**config.mk**
```make
export PLATFORM = sky130hd
export DESIGN_NAME = fp_wb_ctrl
export DESIGN_NICKNAME = d
export VERILOG_FILES = /design/src/rtl/fp_pkg.sv /design/src/rtl/fp_wb_fifo.sv /design/src/rtl/fp_wb_ctrl.sv
export SDC_FILE = /design/constraint.sdc
export NUM_CORES = 1
export LEC_CHECK = 0
export CAP_MARGIN = 20
export CORE_MARGIN = 8
export CORE_UTILIZATION = 45
export CTS_BUF_LIST = sky130_fd_sc_hd__clkbuf_8
export CTS_CLUSTER_SIZE = 24
export DETAILED_ROUTE_END_ITERATION = 16
export PLACE_DENSITY = 0.84
export SYNTH_ARGS = -nofsm -noshare
export SYNTH_HDL_FRONTEND = slang
export SYNTH_SLANG_ARGS = --single-unit
```
**constraint.sdc**
```tcl
create_clock -name clk_i -period 4.55 [get_ports clk_i]
set_clock_uncertainty 0.1 [all_clocks]
set_input_delay 0.91 -clock clk_i [delete_from_list [all_inputs] [get_ports clk_i]]
set_output_delay 0.91 -clock clk_i [all_outputs]
set_load 0.1 [all_outputs]
```
**src/rtl/fp_pkg.sv**
```systemverilog
// Shared types for the FP writeback path: queued destination descriptor and
// fflags bit positions within the 5-bit IEEE status vector.
package fp_pkg;

    typedef struct packed {
        logic [4:0] rd;
        logic       is_int;
    } wb_entry_t;

    localparam int FFLAG_NV = 4;
    localparam int FFLAG_DZ = 3;
    localparam int FFLAG_OF = 2;
    localparam int FFLAG_UF = 1;
    localparam int FFLAG_NX = 0;

    function automatic logic entry_match(input wb_entry_t e,
                                         input logic [4:0] rd,
                                         input logic       is_int);
        return (e.rd == rd) && (e.is_int == is_int);
    endfunction

endpackage

```
**src/rtl/fp_wb_fifo.sv**
```systemverilog
// In-order circular queue of pending FPU destinations. Exposes every slot plus
// a per-slot valid vector so the controller can scan for in-flight hazards.
module fp_wb_fifo
    import fp_pkg::*;
#(
    parameter int  DEPTH = 2,
    localparam int CNT_W = $clog2(DEPTH + 1),
    localparam int PTR_W = $clog2(DEPTH)
) (
    input  logic                    clk_i,
    input  logic                    rst_i,
    input  logic                    push_i,
    input  logic                    pop_i,
    input  logic                    flush_i,
    input  wb_entry_t               push_entry_i,
    output wb_entry_t               pop_entry_o,
    output logic [CNT_W-1:0]        count_o,
    output wb_entry_t [DEPTH-1:0]   entries_o,
    output logic [DEPTH-1:0]        valid_o
);

    logic [PTR_W-1:0]      wr_ptr_q, wr_ptr_d;
    logic [PTR_W-1:0]      rd_ptr_q, rd_ptr_d;
    logic [CNT_W-1:0]      count_q, count_d;
    wb_entry_t [DEPTH-1:0] mem_q, mem_d;
    logic [PTR_W-1:0]      offset [DEPTH];

    // Callers guarantee push only when not full and pop only when not empty.
    always_comb begin
        wr_ptr_d = wr_ptr_q;
        rd_ptr_d = rd_ptr_q;
        count_d  = count_q;
        mem_d    = mem_q;
        if (flush_i) begin
            wr_ptr_d = '0;
            rd_ptr_d = '0;
            count_d  = '0;
        end else begin
            if (push_i) begin
                mem_d[wr_ptr_q] = push_entry_i;
                wr_ptr_d        = wr_ptr_q + 1'b1;
            end
            if (pop_i) begin
                rd_ptr_d = rd_ptr_q + 1'b1;
            end
            if (push_i && !pop_i) begin
                count_d = count_q + 1'b1;
            end else if (pop_i && !push_i) begin
                count_d = count_q - 1'b1;
            end
        end
    end

    // A slot is live when its distance from the read pointer is below count.
    always_comb begin
        valid_o = '0;
        for (int i = 0; i < DEPTH; i++) begin
            offset[i]  = PTR_W'(i) - rd_ptr_q;
            valid_o[i] = {1'b0, offset[i]} < count_q;
        end
    end

    always_ff @(posedge clk_i or posedge rst_i) begin
        if (rst_i) begin
            wr_ptr_q <= '0;
            rd_ptr_q <= '0;
            count_q  <= '0;
            mem_q    <= '0;
        end else begin
            wr_ptr_q <= wr_ptr_d;
            rd_ptr_q <= rd_ptr_d;
            count_q  <= count_d;
            mem_q    <= mem_d;
        end
    end

    assign pop_entry_o = mem_q[rd_ptr_q];
    assign count_o     = count_q;
    assign entries_o   = mem_q;

endmodule

```
**src/rtl/fp_wb_ctrl.sv**
```systemverilog
// Writeback/completion controller behind the FPU: pairs results with queued
// destinations, drives a registered RF write, and tracks fflags and hazards.
module fp_wb_ctrl
    import fp_pkg::*;
#(
    parameter int  DEPTH  = 2,
    parameter int  DATA_W = 32,
    localparam int CNT_W  = $clog2(DEPTH + 1)
) (
    input  logic              clk_i,
    input  logic              rst_i,
    input  logic              issue_valid_i,
    input  logic [4:0]        issue_rd_i,
    input  logic              issue_int_i,
    output logic              issue_ready_o,
    input  logic              fpu_out_valid_i,
    input  logic [DATA_W-1:0] fpu_result_i,
    input  logic [4:0]        fpu_status_i,
    input  logic              flush_i,
    input  logic              fflags_clr_i,
    input  logic [4:0]        hazard_rd_i,
    input  logic              hazard_int_i,
    output logic              hazard_o,
    output logic              fpr_we_o,
    output logic [4:0]        fpr_waddr_o,
    output logic [DATA_W-1:0] fpr_wdata_o,
    output logic              gpr_we_o,
    output logic [4:0]        gpr_waddr_o,
    output logic [DATA_W-1:0] gpr_wdata_o,
    output logic [4:0]        fflags_o,
    output logic [CNT_W-1:0]  pending_o,
    output logic              orphan_err_o
);

    logic                  push, pop, commit, hazard;
    logic [CNT_W-1:0]      count;
    wb_entry_t             push_entry, pop_entry;
    wb_entry_t [DEPTH-1:0] entries;
    logic [DEPTH-1:0]      entry_valid;

    logic                  wb_valid_q, wb_valid_d;
    wb_entry_t             wb_entry_q, wb_entry_d;
    logic [DATA_W-1:0]     wb_data_q, wb_data_d;
    logic [4:0]            fflags_q, fflags_d;
    logic                  orphan_q, orphan_d;

    assign issue_ready_o = count < CNT_W'(DEPTH);
    assign push          = issue_valid_i & issue_ready_o;
    assign pop           = fpu_out_valid_i & (count != '0);
    // A pop that coincides with a flush is dropped along with the queue.
    assign commit        = pop & ~flush_i;
    assign push_entry    = '{rd: issue_rd_i, is_int: issue_int_i};

    fp_wb_fifo #(.DEPTH(DEPTH)) u_fifo (
        .clk_i        (clk_i),
        .rst_i        (rst_i),
        .push_i       (push),
        .pop_i        (pop),
        .flush_i      (flush_i),
        .push_entry_i (push_entry),
        .pop_entry_o  (pop_entry),
        .count_o      (count),
        .entries_o    (entries),
        .valid_o      (entry_valid)
    );

    always_comb begin
        wb_valid_d = commit;
        wb_entry_d = wb_entry_q;
        wb_data_d  = wb_data_q;
        if (commit) begin
            wb_entry_d = pop_entry;
            wb_data_d  = fpu_result_i;
        end
        fflags_d = fflags_clr_i ? 5'b0 : fflags_q;
        if (commit) begin
            fflags_d = fflags_d | fpu_status_i;
        end
        orphan_d = orphan_q | (fpu_out_valid_i & (count == '0));
    end

    always_ff @(posedge clk_i or posedge rst_i) begin
        if (rst_i) begin
            wb_valid_q <= 1'b0;
            wb_entry_q <= '0;
            wb_data_q  <= '0;
            fflags_q   <= '0;
            orphan_q   <= 1'b0;
        end else begin
            wb_valid_q <= wb_valid_d;
            wb_entry_q <= wb_entry_d;
            wb_data_q  <= wb_data_d;
            fflags_q   <= fflags_d;
            orphan_q   <= orphan_d;
        end
    end

    always_comb begin
        hazard = wb_valid_q && entry_match(wb_entry_q, hazard_rd_i, hazard_int_i);
        for (int i = 0; i < DEPTH; i++) begin
            if (entry_valid[i] && entry_match(entries[i], hazard_rd_i, hazard_int_i)) begin
                hazard = 1'b1;
            end
        end
    end

    assign hazard_o     = hazard;
    assign fpr_we_o     = wb_valid_q & ~wb_entry_q.is_int;
    assign gpr_we_o     = wb_valid_q &  wb_entry_q.is_int;
    assign fpr_waddr_o  = wb_entry_q.rd;
    assign gpr_waddr_o  = wb_entry_q.rd;
    assign fpr_wdata_o  = wb_data_q;
    assign gpr_wdata_o  = wb_data_q;
    assign fflags_o     = fflags_q;
    assign pending_o    = count;
    assign orphan_err_o = orphan_q;

endmodule

```
# Yosys cells after proc, flatten, opt, wreduce, memory -nomap -nowiden
# Cells that the tools add are included.
[word_totals]
ff_bits = 61
latch_bits = 0
ramBits = 0
mem_bits_ro = 0
out_inout_bits = 86
mem_count = 0
[op_classes]
addsub = 6
multipliers = 0
div_mod_pow = 0
magnitude_cmp = 6
n_eq_ne = 6
shifts = 0
n_mux = 16
bitwise = 10
n_reduce_logical = 17
[op_table]
columns = ["cell", "count"]
rows = [
  ["$mux 6", 3],
  ["$eq 5x5->1", 3],
  ["$bwmux 12", 1],
  ["$mux 5", 2],
  ["$logic_and 1x1->1", 9],
  ["$and 1x1->1", 6],
  ["$demux 6 s1", 1],
  ["$mux 1", 6],
  ["$mux 2", 3],
  ["$reduce_bool 2->1", 3],
  ["$or 5x5->5", 1],
  ["$lt 1x2->1", 2],
  ["$lt 1x2->1 const B", 2],
  ["$eq 1x1->1", 3],
  ["$reduce_bool 3->1", 1],
  ["$add 1x1->1 const B", 2],
  ["$add 2x1->2 const B", 1],
  ["$logic_not 1->1", 2],
  ["$logic_not 2->1", 1],
  ["$lt 2x2->1 const B", 1],
  ["$not 1->1", 2],
  ["$reduce_and 2->1", 1],
  ["$sub 1x1->1 const A", 2],
  ["$sub 2x1->2 const B", 1],
  ["2 further kinds", 2],
]

# Logic depth before layout (Yosys ltp)
# Gate-level depths: netlist of run 1.
[depth]
ltp_word = 7
mapped_depth = 6

# Hierarchy
# Synthesis of run 1 repeated with hierarchy kept, for this count alone.
[unflattened]
hier_cells = 233
area_unflattened_um2 = 3145.5
[modules_own_cells]
columns = ["module", "instances", "cells_per_inst", "area_per_inst_um2", "seq_area_each_um2"]
rows = [
  ["fp_wb_ctrl", 1, 179, 2403.6, 1126.1],
  ["fp_wb_fifo", 1, 54, 742.0, 400.4],
]

# Least setup slack after synthesis of run 1
# Ideal clock, no wire load.
[synth_timing]
kind = "reg2out"
from = "register u_fifo.count_q[1] (netlist: u_fifo.count_o[1])"
to = "output hazard_o"
arrival_time_ps = 2164
required_time_ps = 3540
setup_slack_ps = 1376
stages_incl_launch_ff = 5
n_path_buf = 1
path_cell_list = "dfrtp_1 -> buf_6 -> a21oi_1 -> nor4_1 -> or3_1"
[synth_between]
elab_chain_len = 4
elab_cells_between_ends = 6
cone_classes = "2 x order compare; 2 x mux; 2 x reduce/logical"
[synth_lines]
columns = ["element", "line", "source"]
rows = [
  ["start: declaration", "fp_wb_fifo.sv:24", "logic [CNT_W-1:0] count_q, count_d;"],
  ["start signal: assignment", "fp_wb_fifo.sv:72", "count_q <= count_d;"],
  ["$lt 1x2->1", "fp_wb_fifo.sv:59", "valid_o[i] = {1'b0, offset[i]} < count_q;"],
  ["$logic_and 1x1->1", "fp_wb_ctrl.sv:101", "if (entry_valid[i] && entry_match(entries[i], hazard_rd_i, hazard_int_i)) begin"],
  ["$mux 1", "fp_wb_ctrl.sv:101", ""],
  ["$mux 1 (*)", "fp_wb_ctrl.sv:101", ""],
  ["end: declaration", "fp_wb_ctrl.sv:23", "output logic hazard_o,"],
]
# Every way passes the cells marked *; elsewhere a longest branch is shown, timed or not.

# Worst setup path in the final report of run 1
[layout_timing]
from = "input hazard_rd_i[3]"
to = "output hazard_o"
[layout_between]
elab_chain_len = 5
elab_cells_between_ends = 11
cone_classes = "3 x eq/ne; 2 x mux; 6 x reduce/logical"
[layout_lines]
columns = ["element", "line", "source"]
rows = [
  ["start: declaration", "fp_wb_ctrl.sv:21", "input logic [4:0] hazard_rd_i,"],
  ["$eq 5x5->1", "fp_pkg.sv:19", "return (e.rd == rd) && (e.is_int == is_int);"],
  ["$logic_and 1x1->1", "fp_pkg.sv:19", ""],
  ["$logic_and 1x1->1, on equally long branches", "fp_wb_ctrl.sv:99, fp_wb_ctrl.sv:101", ""],
  ["$mux 1", "fp_wb_ctrl.sv:101", ""],
  ["$mux 1 (*)", "fp_wb_ctrl.sv:101", ""],
]
# Marks and branches as above.

==> results by group, run 1 <==
Run status
  – Status: completed

Job
  – Max cap viols: 0

Clock network
  – Root buffer cell: clkbuf_8
  – TritonCTS Buffers: 9
  – Clk_lat worst skew: 0.33 ns
  – Post-cts resize count: 0
  – CTS tree: built
  – Post-CTS Hold Buffers: 0
  – Reg clk slew, reported paths: approximately 0.07 ns
  – Post-CTS Setup Bufs: 0
  – CTS H-tree depth: 3
  – Max Root-Sink Buffers: 2
  – Clk sinks: 61

Global routing
  – Largest net degree at the start of global routing: 37
  – Initial antenna violation count: 0
  – Gr usage total: 15.8%
  – Grt total ovfl: 0
  – First-pass GRT wire length: roughly 12000 µm
  – Number of global-route vias before repair: around 2400

Timing
  – Final setup viols: 0
  – Unrepaired setup endpoints after global routing: no
  – Final Slew Violations: 0
  – Post-Route Setup TNS: 0 ns
  – Rel. slew slack: about a third
  – Final period utilization: between 70% and 80%
  – Tmin final: approximately 3.4 ns
  – Fin. Hold Viols: 0
  – Peak Freq: 292 MHz
  – Slew @ Worst Pin: 0.995 ns

Hold path
  – Worst Hold Class: reg2reg
  – Hold Startpoint: orphan_err_o

Worst setup path
  – Req. time, crit path: ~3.5 ns
  – Critical-path maximum fanout: 3
  – Kind of critical path: in2out
  – Setup crit end kind: primary output
  – Worst r2r dst: fpr_wdata_o[6]
  – Reg2Reg Depth: 3
  – Worst Setup SP: hazard_rd_i[3]
  – Reg2reg setup slack: 2.48 ns
  – Worst EP arrival: 2.41 ns
  – R2R Path Start: u_fifo.count_o[1]
  – Startpoint Class: primary input
  – CP endpoint: hazard_o

Drt
  – Routed len/inst: between 15 and 20 µm
  – DRC: 0
  – Routed vias: between 2000 and 2500
  – Vias per inst: roughly 4.8
  – Pre-antenna DRT Iters: 4
  – Post-route ant nets: 0
  – DR iter-0 viols: 22
  – Routed wire length: ~7300 µm

Place
  – Post-placement cell area: 4100 µm²
  – Port Buffers: 140
  – Gpl congestion: 0.817
  – Post-DP HPWL: between 5000 and 6000 µm

Die
  – Die Width: around 97 µm
  – Full die area: between 9000 and 10000 µm²
  – Row count: 29
  – IO Pins: approximately 140
  – Die Ht: between 90 and 100 µm
  – Core Region: ~6300 µm²
  – Starting density of the core: 46.4%

Synthesis
  – Commonest cells post-synth: dfrtp_1 (61), buf_4 (45), mux2_2 (44)
  – Syn avg cell area: about 12 µm²
  – Synth Flop Type: dfrtp_1
  – Unique masters post-synth: 26
  – Yosys reg bits: 61
  – Syn nets: 295
  – Synth top area share: around half
  – Synth Instances: between 200 and 250
  – Mapped Area: 2950 µm²
  – Fraction of registers with async set or reset after synthesis: between 90% and 100%
  – Synth warnings: 0
  – Most common cell in the netlist: dfrtp_1
  – Sequential area share after synthesis: around half
  – EDFF count, synth: 0
  – Area contributors post-synth: dfrtp_1 (52%), mux2_2 (17%), buf_4 (11%), xnor2_1 (3.6%), xor2_1 (2.4%)
  – Synth area leader: dfrtp_1

Final layout
  – Antenna cells: 0
  – Finished Core Util: 67.7%
  – Layout cells sized above 1: about a fifth
  – Post-Layout Inst Area: ~4300 µm²
  – Nets: between 300 and 400
  – Layout area overhead: 45.9%
layout by cell type, fill, tap and decap left out, drive strengths merged, types with 4 or more instances in the layout:
cell,count
nor2,12
nand2,6
buf,4
o21ai,6
clkdlybuf4s50,139
xnor2,12
clkbuf,10
mux2,44
xor2,8
dfrtp,61
mux2i,6
a21oi,12
inv,8
worst min-delay path by stage:
stage | cells past startpoint | endpoint | slack, ns
floorplan | 1 | u_fifo.entries_o[0] | 0.42
global placement | 1 | orphan_err_o | 0.34
detailed placement | 1 | orphan_err_o | 0.38
CTS | 1 | orphan_err_o | 0.36
global route | 1 | orphan_err_o | 0.39
finish | 1 | orphan_err_o | 0.35
logic make-up after synthesis:
family          after synthesis  synth area share, %
mux                          50                 18.8
simple gates                 31                 6.16
buf+inv                      58                 13.5
compound gates               20                 3.74
flops                        61                 51.8
xor+xnor                     20                 5.94
registers in the layout (all words and copies together) (netlist names):
signal / count
fflags_o: 5
fpr_waddr_o: 5
fpr_wdata_o: 32
orphan_err_o: 1
u_fifo.count_o: 2
u_fifo.entries_o: 12
u_fifo.rd_ptr_q: 1
u_fifo.wr_ptr_q: 1
wb_entry_q: 1
wb_valid_q: 1
critical path: stages:
cell and delay (ns):
clkdlybuf4s50_1 0.56, xnor2_1 0.15, nand4_1 0.10, nor4_1 0.27, or3_1 0.14, buf_4 0.28
area by class of cell:
cell class,instances,area (µm²)
Clock buffer,10,138
Clock inverter,6,62.6
Fill cell,465,2050
Inverter,8,30.0
Multi-Input combinational cell,121,1030
Sequential cell,61,1530
Tap cell,77,96.3
Timing Repair Buffer,143,1420
metal layers:
layer | up-vias | track usage, % | part of all wire [%]
li1 | 973 | - | -
met5 | - | 0 | 0
met4 | 0 | 7.10 | 1.8
met2 | 82 | 26.3 | 50
met3 | 10 | 7.40 | 8.7
met1 | 974 | 16.5 | 39
stage by stage:
stage	cells	setup WS, ns	hold slack, ns
finish	426	1.13	0.354
global route	426	1.04	0.389
CTS	426	1.14	0.361
detailed placement	410	1.15	0.380
global placement	410	1.16	0.343
floorplan	240	1.38	0.423
Power of run 1 is not shown: default switching activity piles up to over one toggle a cycle in this logic, so the estimate is an artifact.
==> run 2: changes to the inputs <==
- CORE_UTILIZATION: 45 -> 42
- PLACE_DENSITY: 0.84 -> 0.79
- clock period: 4.55 -> 3.4 ns (I/O delays scaled with it)
==> run 2 against run 1 <==
Via count grew 1.1%. First-iteration DRC count shrank 9.1%. Non-clock buffer count is the same. Critical path depth is the same. Hold slack gained 0.032 ns. Critical endpoint unchanged. Largest cell class unchanged.
==> results by group, run 2 (synthesis gave the netlist of run 1 again) <==
Drt
  – Routed len/inst: 16.1 µm (-6.6%)
  – Post-route ant nets: 0 (unchanged)
  – Vias per inst: 4.63 (-3.2%)
  – Pre-antenna DRT Iters: 3 (-1)
  – Routed wire length: 7160 µm (-2.5%)
  – DR iter-0 viols: 20 (-9.1%)
  – Routed vias: 2061 (+1.1%)
  – DRC: 0 (unchanged)

Hold path
  – Hold path cells: 1 (unchanged)
  – Hold Startpoint: orphan_err_o
  – Worst Hold Path EP: orphan_err_o
  – Worst Hold Class: reg2reg

Worst setup path
  – Reg2reg setup slack: 1.47 ns (-1.01 ns)
  – Req. time, crit path: 2.62 ns (-0.92 ns)
  – Peak per-stage delay on the critical path: 0.56 ns (about the same)
  – CP cell instances: clkdlybuf4s50_1, xnor2_1, nand4_1, nor4_1, or3_1, buf_12
  – R2R Path Start: u_fifo.count_o[1]
  – Reg2Reg Depth: 4 (+1)
  – Critical-path maximum fanout: 3 (unchanged)
  – Slowest cell on crit path: clkdlybuf4s50_1
  – Worst r2r dst: fpr_wdata_o[11]
  – Worst EP arrival: 2.18 ns (-0.23 ns)
  – Kind of critical path: in2out
  – Startpoint Class: primary input
  – Buf/Inv on CP: 2 (unchanged)
  – Setup crit end kind: primary output
  – Cell family with most CP delay: buffers and inverters

Final layout
  – Post-Layout Inst Area: 4190 µm² (-2.5%)
  – Layout cells sized above 1: 44.7% (+24 points)
  – Nets: 399 (unchanged)
  – Most frequent cells in the layout: buf_4 (86), dfrtp_1 (61), clkdlybuf4s50_1 (54)
  – Most common cell after layout, fill and taps aside: buf_4
  – Register area: 1530 µm² (unchanged)
  – Layout area overhead: 42.3%
  – Max reg flops: 32 (unchanged)
  – Fill cell count: 548 (+18%)
  – Multi-input gate area: 1030 µm² (unchanged)
  – Antenna cells: 0 (unchanged)

Timing
  – Slew @ Worst Pin: 0.528 ns (-0.467 ns)
  – Unrepaired setup endpoints after global routing: no
  – Fin. Hold Viols: 0 (unchanged)
  – Peak Freq: 337 MHz
  – Final Slew Violations: 0 (unchanged)
  – Final setup viols: 0 (unchanged)
  – Rel. slew slack: 64.7% (+31 points)
  – Tmin final: roughly 3.0 ns
  – Post-Route Setup TNS: 0 ns (unchanged)
  – Final period utilization: between 80% and 90%

Global routing
  – Number of global-route vias before repair: 2345 (-0.55%)
  – Initial antenna violation count: 0 (unchanged)
  – Grt total ovfl: 0 (unchanged)
  – Largest net degree at the start of global routing: 62 (+68%)
  – Gr usage total: 14.7% (-1.0 points)
  – First-pass GRT wire length: 11700 µm (-2.3%)

Die
  – Starting density of the core: 43.4% (-3.0 points)
  – IO Pins: 141 (unchanged)
  – Row count: 30 (+3.4%)
  – Die Ht: 99.8 µm (+2.9%)
  – Core Region: 6790 µm² (+7.0%)
  – Full die area: 9960 µm² (+5.9%)
  – Die Width: 99.8 µm (+2.9%)

Clock network
  – Clk sinks: 61 (unchanged)
  – Post-CTS Hold Buffers: 0 (unchanged)
  – TritonCTS Buffers: 9 (unchanged)
  – Clk_lat worst skew: 0.33 ns (about the same)
  – Post-CTS Setup Bufs: 0 (unchanged)
  – Reg clk slew, reported paths: 0.06 ns (about the same)
  – Post-cts resize count: 0 (unchanged)
  – Max Root-Sink Buffers: 2 (unchanged)
  – CTS tree: built
  – CTS H-tree depth: 3 (unchanged)
  – Root buffer cell: clkbuf_8

Place
  – Post-DP HPWL: 5520 µm (-3.5%)
  – Gpl congestion: 0.849 (+4.0%)
  – Post-placement cell area: 3950 µm² (-3.7%)
  – Port Buffers: 140 (unchanged)

Run status
  – Status: completed

Job
  – Max cap viols: 0 (unchanged)
[run 2: cell types whose count changed in the layout (fill, tap and decap cells not counted)]
cell             delta
clkinvlp_4          -3
clkbuf_8            +3
bufinv_16           +1
clkdlybuf4s50_1    -85
buf_12              +3
buf_4              +82
clkinv_2            -1
[run 2: layout make-up]
type / count / area share, %
clock inverter: 3 / 1.55
sequential: 61 / 36.4
multi-input combinational: 121 / 24.5
inverter: 8 / 0.716
clock buffer: 13 / 4.27
tap: 96 / 2.86
timing repair buffer: 143 / 29.7
[run 2: stage by stage]
step	util, %	std cells	setup slack (ns)	hold WS [ns]
after floorplan	-	240	0.456	0.423
after global placement	58.1	429	0.514	0.348
after detailed placement	58.1	429	0.411	0.385
after CTS	61.7	445	0.413	0.402
after global routing	61.7	445	0.303	0.409
final	61.7	445	0.436	0.386
[run 2: worst register-to-register path, stage by stage (launching register included)]
cell and delay, ns:
dfrtp_1 0.53, o21ai_2 0.15, nor2_4 0.43, buf_12 0.24, mux2_2 0.35
[run 2: worst max-delay path by stage]
stage	from	to	cells past startpoint
global route	hazard_rd_i[2]	hazard_o	6
floorplan	u_fifo.count_o[1]	hazard_o	4
detailed placement	hazard_rd_i[4]	hazard_o	6
CTS	hazard_rd_i[4]	hazard_o	6
global placement	hazard_rd_i[2]	hazard_o	6
finish	hazard_rd_i[4]	hazard_o	6
[run 2: layer usage]
metal  vias up  part of all wire (%)  track usage, %
met2        79                    51            24.9
met5         -                     0               0
li1        972                     -               -
met4         0                   1.1            5.94
met3         7                    10            6.99
met1      1003                    38            15.4
Power of run 2 is left out for the same reason.
==> run 3: changes to the inputs <==
- SKIP_LAST_GASP: default -> 1
- SLEW_MARGIN: default -> 20
==> results of run 3 <==
The final DEF is identical to that of run 2; final timing and power are the same.
Power of run 3 is left out for the same reason.
